### src/rtl/route_demux6_pkg.sv
// Shared definitions for the 1:6 route demultiplexer: channel indices,
// FSM state type and a one-hot helper.
package route_demux6_pkg;

    localparam int NUM_CH = 6;

    localparam logic [2:0] CH_A = 3'd0;
    localparam logic [2:0] CH_B = 3'd1;
    localparam logic [2:0] CH_C = 3'd2;
    localparam logic [2:0] CH_D = 3'd3;
    localparam logic [2:0] CH_E = 3'd4;
    localparam logic [2:0] CH_F = 3'd5;

    typedef enum logic {
        ST_IDLE = 1'b0,
        ST_HOLD = 1'b1
    } route_state_t;

    // Channel index to one-hot valid vector; indices 6/7 never occur here.
    function automatic logic [NUM_CH-1:0] ch_onehot(input logic [2:0] ch);
        logic [NUM_CH-1:0] r;
        r = '0;
        r[ch] = 1'b1;
        return r;
    endfunction

endpackage

### src/rtl/route_demux6_sel_decode.sv
// Priority decode of the five route selects into a destination channel index.
module route_demux6_sel_decode
    import route_demux6_pkg::*;
(
    input  logic       sel1,
    input  logic       sel2,
    input  logic       sel3,
    input  logic       sel4,
    input  logic       sel5,
    output logic [2:0] ch
);

    // sel1 has top priority; sel3 only splits the sel2 case between b and c.
    always_comb begin
        ch = CH_F;
        if (sel1)      ch = CH_A;
        else if (sel2) ch = sel3 ? CH_B : CH_C;
        else if (sel4) ch = CH_D;
        else if (sel5) ch = CH_E;
    end

endmodule

### src/rtl/route_demux6.sv
// 1:6 registered route demultiplexer with valid/ready on both sides and a
// per-channel delivery counter with combinational readback.
//
// Handshake: a transfer happens on a rising edge where valid and ready are both
// high. din_valid/din/selects are sampled only on accept. dout_valid is one-hot
// toward the destination; only dout_ready[dest] is observed. din_ready passes
// through the consumer's ready while holding, so back-to-back words stream at
// one per cycle with no bubble.
module route_demux6
    import route_demux6_pkg::*;
#(
    parameter int W  = 4,
    parameter int CW = 8
) (
    input  logic              clk,
    input  logic              rst_n,
    input  logic [W-1:0]      din,
    input  logic              sel1,
    input  logic              sel2,
    input  logic              sel3,
    input  logic              sel4,
    input  logic              sel5,
    input  logic              din_valid,
    output logic              din_ready,
    output logic [W-1:0]      dout,
    output logic [NUM_CH-1:0] dout_valid,
    input  logic [NUM_CH-1:0] dout_ready,
    input  logic              clr_cnt,
    input  logic [2:0]        cnt_sel,
    output logic [CW-1:0]     cnt_out,
    output route_state_t      state_dbg
);

    route_state_t  state;
    logic [2:0]    dest;
    logic [2:0]    dec_ch;
    logic          accept;
    logic          deliver;
    logic [CW-1:0] cnt [NUM_CH];

    route_demux6_sel_decode u_dec (
        .sel1 (sel1),
        .sel2 (sel2),
        .sel3 (sel3),
        .sel4 (sel4),
        .sel5 (sel5),
        .ch   (dec_ch)
    );

    assign deliver   = (state == ST_HOLD) && dout_ready[dest];
    assign din_ready = (state == ST_IDLE) || deliver;
    assign accept    = din_valid && din_ready;
    assign state_dbg = state;

    // FSM with registered data, destination and one-hot valid.
    always_ff @(posedge clk or negedge rst_n) begin
        if (!rst_n) begin
            state      <= ST_IDLE;
            dout       <= '0;
            dest       <= CH_A;
            dout_valid <= '0;
        end else begin
            case (state)
                ST_IDLE: begin
                    if (accept) begin
                        dout       <= din;
                        dest       <= dec_ch;
                        dout_valid <= ch_onehot(dec_ch);
                        state      <= ST_HOLD;
                    end
                end
                ST_HOLD: begin
                    if (deliver) begin
                        if (accept) begin
                            dout       <= din;
                            dest       <= dec_ch;
                            dout_valid <= ch_onehot(dec_ch);
                        end else begin
                            dout_valid <= '0;
                            state      <= ST_IDLE;
                        end
                    end
                end
                default: begin
                    state      <= ST_IDLE;
                    dout_valid <= '0;
                end
            endcase
        end
    end

    // Delivery counters: clear beats increment, increments wrap naturally.
    always_ff @(posedge clk or negedge rst_n) begin
        if (!rst_n) begin
            for (int k = 0; k < NUM_CH; k++) cnt[k] <= '0;
        end else begin
            for (int k = 0; k < NUM_CH; k++) begin
                if (clr_cnt)
                    cnt[k] <= '0;
                else if (deliver && (dest == 3'(k)))
                    cnt[k] <= cnt[k] + 1'b1;
            end
        end
    end

    // Readback mux; out-of-range indices read zero.
    always_comb begin
        cnt_out = '0;
        for (int k = 0; k < NUM_CH; k++) begin
            if (cnt_sel == 3'(k)) cnt_out = cnt[k];
        end
    end

endmodule

### config.mk
export PLATFORM = sky130hd
export DESIGN_NAME = route_demux6
export DESIGN_NICKNAME = d
export VERILOG_FILES = /design/src/rtl/route_demux6_pkg.sv /design/src/rtl/route_demux6_sel_decode.sv /design/src/rtl/route_demux6.sv
export SDC_FILE = /design/constraint.sdc
export NUM_CORES = 1
export LEC_CHECK = 0
export CAP_MARGIN = 20
export CORE_ASPECT_RATIO = 1.25
export CORE_MARGIN = 2
export CORE_UTILIZATION = 50
export DETAILED_ROUTE_END_ITERATION = 10
export GPL_TIMING_DRIVEN = 0
export HOLD_SLACK_MARGIN = 0.15
export PLACE_DENSITY = 0.72
export RECOVER_POWER = 25
export SYNTH_ARGS = -nofsm -noshare
export SYNTH_HDL_FRONTEND = slang
export SYNTH_HIERARCHICAL = 1
export SYNTH_SLANG_ARGS = --single-unit
### constraint.sdc
create_clock -name clk -period 2.9 [get_ports clk]
set_input_delay 0.87 -clock clk [delete_from_list [all_inputs] [get_ports clk]]
set_output_delay 0.87 -clock clk [all_outputs]
set_load 0.02 [all_outputs]
== Word level (Yosys, flattened, before mapping) ==
Index checks and enable logic that the tools add are counted.

* $add $sub $neg: 6
* Magnitude comparators: 3
* Equality and inequality tests: 12
* Mux-type cells: 40
* Bitwise operators: 1
* Reduce and logical (&&, ||, !) cells: 19

{| class="wikitable"
|+ Operators by type and width
! kind !! number
|-
| $mux 8 || 18
|-
| $add 8x1->8 const B || 6
|-
| $mux 6 || 3
|-
| $mux 3 || 5
|-
| $eq 3x2->1 const B || 4
|-
| $eq 3x3->1 const B || 4
|-
| $pmux 6 s2 || 1
|-
| $reduce_bool 2->1 || 6
|-
| $logic_and 1x1->1 || 9
|-
| $lt 3x4->1 const B || 2
|-
| $mux 4 || 2
|-
| $pmux 4 s2 || 1
|-
| $eq 3x1->1 const B || 2
|-
| $logic_not 3->1 || 2
|-
| $pmux 3 s2 || 1
|-
| $mux 1 || 5
|-
| $bmux 1 s3 || 1
|-
| $demux 1 s3 || 1
|-
| $ge 3x1->1 const B || 1
|-
| $mux 2 || 1
|-
| $ne 2x1->1 const B || 1
|-
| $ne 2x2->1 const B || 1
|-
| $pmux 1 s2 || 1
|-
| $reduce_and 2->1 || 1
|-
| 2 further kinds || 2
|}

* Flip-flop bits (word level): 62
* Input port bits: 22
* Logic and storage cells: 91

== Logic depth before layout (Yosys ltp) ==
* Depth in word-level cells: 11
* Gate-level depth with buffers: 6
* Gate-level depth less buffers: 5

== Hierarchy ==
Netlist, hierarchy kept.

{| class="wikitable"
|+ By module, submodules not included
! module !! times used !! cells an instance !! area an instance (µm²) !! sequential area each (µm²)
|-
| route_demux6 || 1 || 372 || 3666.0 || 1551.5
|-
| route_demux6_sel_decode || 1 || 7 || 43.8 || 0.0
|}

== Least setup slack after synthesis ==
OpenSTA, ideal clock, no wires.

* Kind: input port to output port
* Start point: in cnt_sel[0]
* End point: out cnt_out[6]
* Arrival time: 1.930 ns
* Path slack: 0.100 ns
* Cell stages on the path: 6
* Path through: buf_2 buf_4 mux2i_1 nor2_1 a21oi_1 o221ai_1

* Word-level cells in the longest chain between the ends: 7
* Elaborated cells between the ends (all ways): 12
* Classes of those cells: eq/ne (5); mux (6); reduce/logical (1)

{| class="wikitable"
|+ RTL lines
! item !! RTL line !! RTL
|-
| start: declaration || route_demux6.sv:29 || <nowiki>input logic [2:0] cnt_sel,</nowiki>
|-
| $logic_not 3->1 || route_demux6.sv:110 || <nowiki>if (cnt_sel == 3'(k)) cnt_out = cnt[k];</nowiki>
|-
| $mux 8 (5 in a row) || route_demux6.sv:110 ||
|-
| $mux 8 (*) || route_demux6.sv:110 ||
|-
| end: declaration || route_demux6.sv:30 || <nowiki>output logic [CW-1:0] cnt_out,</nowiki>
|}

Every way passes the cells marked *; elsewhere a longest branch is shown, timed or not.

== Worst setup path after layout ==
* Start point: in cnt_sel[1]
* End point: out cnt_out[0]

Same word-level chain as after synthesis.

==> metrics.cfg <==
[cells_and_area]
area_added_between_synthesis_and_finish_pct = 20.84
proportion_of_layout_cells_with_a_drive_suffix_above_1_pct = 16.86
layout.filler_cells = 662
final_net_count = 462
antenna-diode-count = 0

[global_route]
grt_max_degree = 63
groute.layer.met1.usage_pct = 31.16
globalRoute.busiestLayer = met2
grt_first_pass_wirelength_mm = 14.52
grt_util_met3_pct = 4.766
global_route.usage.total_pct = 23.43
vias_in_the_first_global_route = 3018
grt_util_met2_pct = 37.44
grt_antenna_before_repair = 0
grt-ovfl-total = 0

[timing]
final-max-slew-violation-count = 63
fmax_ghz = 0.3491
slew_headroom_pct = -2.207
finalHoldViolCount = 0
rsz_0062_raised_after_global_routing = false
worst_slew_pin_slew_ns = 1.533
setup_viol = 0
layout_worst_path_cycle_share_pct = 98.78
fin_skew_ns = 0.006629
fin_hold_ws_ns = 0.4988
finalWorstPathRequiredPeriod_ns = 2.865

[worst_setup_path]
type_of_element_capturing_the_critical_path = output pin
crit_fanout = 5
timing_worst_setup_path_type = in -> out
rr_worst_depth = 5
setup.reg_to_reg.worst_slack_ns = 1.15
r2r-start = dest[0]
worstPathCellList = clkdlybuf4s15_1, clkbuf_8, nor2b_4, a21oi_1, o221ai_2, buf_4
worst_ep_required_time_ns = 2.03
cp_num_buf_inv = 3
worst_path_slowest_cell = a21oi_1
cp_top_family = buffers and inverters
crit_path_max_incr_delay_ns = 0.24
timing.rr.end = dout[3]
startpoint_type = primary input
cp_data_arrival_time_ns = 1.99

[clocking]
clk_pin_slew_worst_paths_ns = 0.06
root_buffer = clkbuf_8
numCtsBuffers = 9
hold_buffers = 0
cts_tree = built
clkLatencyLatePin_ns = 0.34
ctsLongestPathBuffers = 2
htreeDepth = 3
clock_tree_sinks = 62

[synth]
yosysMostFrequentCell = dfrtp_1
synth_area_leaders = dfrtp_1 (42%), nor2_1 (5.1%), mux2i_1 (4.9%)
yosys_warnings = 6
syn-instance-count = 379
synth_seq_cells = 62
synth.net_count = 407
synth-edff-count = 0
synth_top_cell_by_area = dfrtp_1
synth.top_cells.by_count = dfrtp_1 (62), nor2_1 (50), nand2_1 (21)
top_cell_type_s_share_of_synthesized_area_pct = 41.82
post_synth.cell_area_avg_sq_um = 9.788
mappedNetlistArea_sq_mm = 0.003710
synth_cell_types = 54
synth.yosys.seq_area_share_pct = 41.82
synth_ff_type = dfrtp_1
asyncSetResetFlopFracSynth_pct = 100.0

[floorplan]
die_w_um = 81.05
die_height_um = 100.3
floorplan.rows = 35
starting_density_of_the_core_pct = 51.03
core_area_sq_mm = 0.007269
io_pins = 42
dieArea_sq_mm = 0.008129

[detailed_routing]
first_iter_violations = 162
antenna_violating_nets_post_route = 0
wire_per_inst_um = 15.93
postRouteWirelength_mm = 8.458
routed-via-count = 2976
viasPerCell = 5.605
detailedRoute.firstPassIterationCount = 4
drc = 0

[status]
run_status = finished with violations
violations = capacitance limit, slew limit

[placement]
hpwlAfterDp_mm = 6.037
gpl.final_weighted_congestion = 0.8557
port_buffers = 38

[worst_hold_path]
min_to = dout_valid[2]
timing.hold.worst.class = reg -> reg
hold_path.startpoint = dout_valid[2]
holdPathStages = 1

[power_and_ir_drop]
power.ir.vdd_worst_v = 0.0005852
leakage_nw = 1.914
finalPower_mw = 3.042
power_density_mw_per_mm2 = 678.6

[flow_run]
max_cap_viol_count = 1

-- logic make-up (layout without fill, tap and decap cells) --
group	after synthesis	count (layout)	share of synthesized area [%]
adder cells (fa/ha/maj)	6	6	2.024
flip-flops	62	62	41.82
AND/OR/NAND/NOR	159	159	23.31
XOR/XNOR	34	34	8.027
AO/OA/AOI/OAI	54	54	10.46
buffers and inverters	35	95	4.654
multiplexers	29	29	9.713
-- metal layers --
| layer | vias to the layer above | part of all wire, % |
|---|---|---|
| met5 | - | 0 |
| met1 | 1444 | 45 |
| met4 | 0 | 2.0 |
| met3 | 14 | 3.9 |
| met2 | 69 | 49 |
| li1 | 1449 | - |
-- worst reg2reg max path, stage by stage (launching register included) --
cell and delay [ns]:
dfrtp_1 0.45, mux2i_2 0.30, o21ai_2 0.12, buf_4 0.18
o21ai_4 0.23, mux2_2 0.36
-- layout make-up --
cell class / count / area (sq um) / area share [%]
inverters: 15 / 56.30 / 1.256
plain buffers: 20 / 141.4 / 3.154
clock buffers: 12 / 145.1 / 3.238
repair buffers: 44 / 390.4 / 8.708
multi-input cells: 282 / 2013 / 44.91
well taps: 92 / 115.1 / 2.568
clock inverters: 4 / 70.07 / 1.563
flip-flops and latches: 62 / 1551 / 34.61
-- flip-flops by register name, indices dropped and copies added, names as in the netlist --
name	flops
state_dbg	1
dest	3
dout_valid	6
dout	4
cnt	48
-- layout by cell type, fill, tap and decap left out, types with 5 or more instances in the layout --
cell type / count
mux2i_1: 17
xnor2_1: 18
and2_1: 9
inv_1: 15
ha_1: 6
nor4_2: 5
nand4_1: 14
nand2_1: 21
buf_6: 5
clkbuf_8: 11
nor2_1: 49
nor3_1: 8
a21oi_1: 13
clkbuf_1: 7
or3_1: 7
xor2_1: 16
nand3_1: 17
buf_2: 9
clkdlybuf4s50_1: 22
o21ai_0: 14
dfrtp_1: 62
mux2_2: 5
buf_4: 9
-- per-stage QoR --
| step | instance area (sq um) | setup TNS [ns] | util [%] | cells | setup slack (ns) |
|---|---|---|---|---|---|
| global placement | 4205 | -79.46 | 57.85 | 509 | -1.157 |
| finish | 4483 | 0 | 61.67 | 531 | 0.03538 |
| detailed placement | 4203 | -8.331 | 57.81 | 509 | -1.075 |
| CTS | 4464 | 0 | 61.41 | 531 | 0.007566 |
| global route | 4483 | 0 | 61.67 | 531 | 0.002139 |
| floorplan | 3710 | 0 | - | 379 | 0.09967 |
-- report_power, final --
| group | internal [mW] | switching [mW] |
|---|---|---|
| Sequential | 0.959 | 0.0784 |
| Combinational | 0.527 | 0.641 |
| Clock | 0.505 | 0.333 |
-- worst max-delay path by stage --
stage,from,slack (ns),cells after the start,end
3_3_place_gp,rst_n,-1.16,1,cnt[0]
3_5_place_dp,cnt_sel[1],-1.07,6,cnt_out[0]
4_1_cts,dout_ready[5],0.008,6,din_ready
5_1_grt,dout_ready[0],0.002,6,din_ready
2_1_floorplan,cnt_sel[0],0.1,6,cnt_out[6]
6_report,cnt_sel[1],0.04,6,cnt_out[0]
-- timing repair --
item,CTS,global route
setup endpoints to repair,9,5
setup buffers,5,0
cloned,1,0
pin swaps,4,4
resized for setup,58,9
No activity file was read; power rests on OpenSTA's default activity.
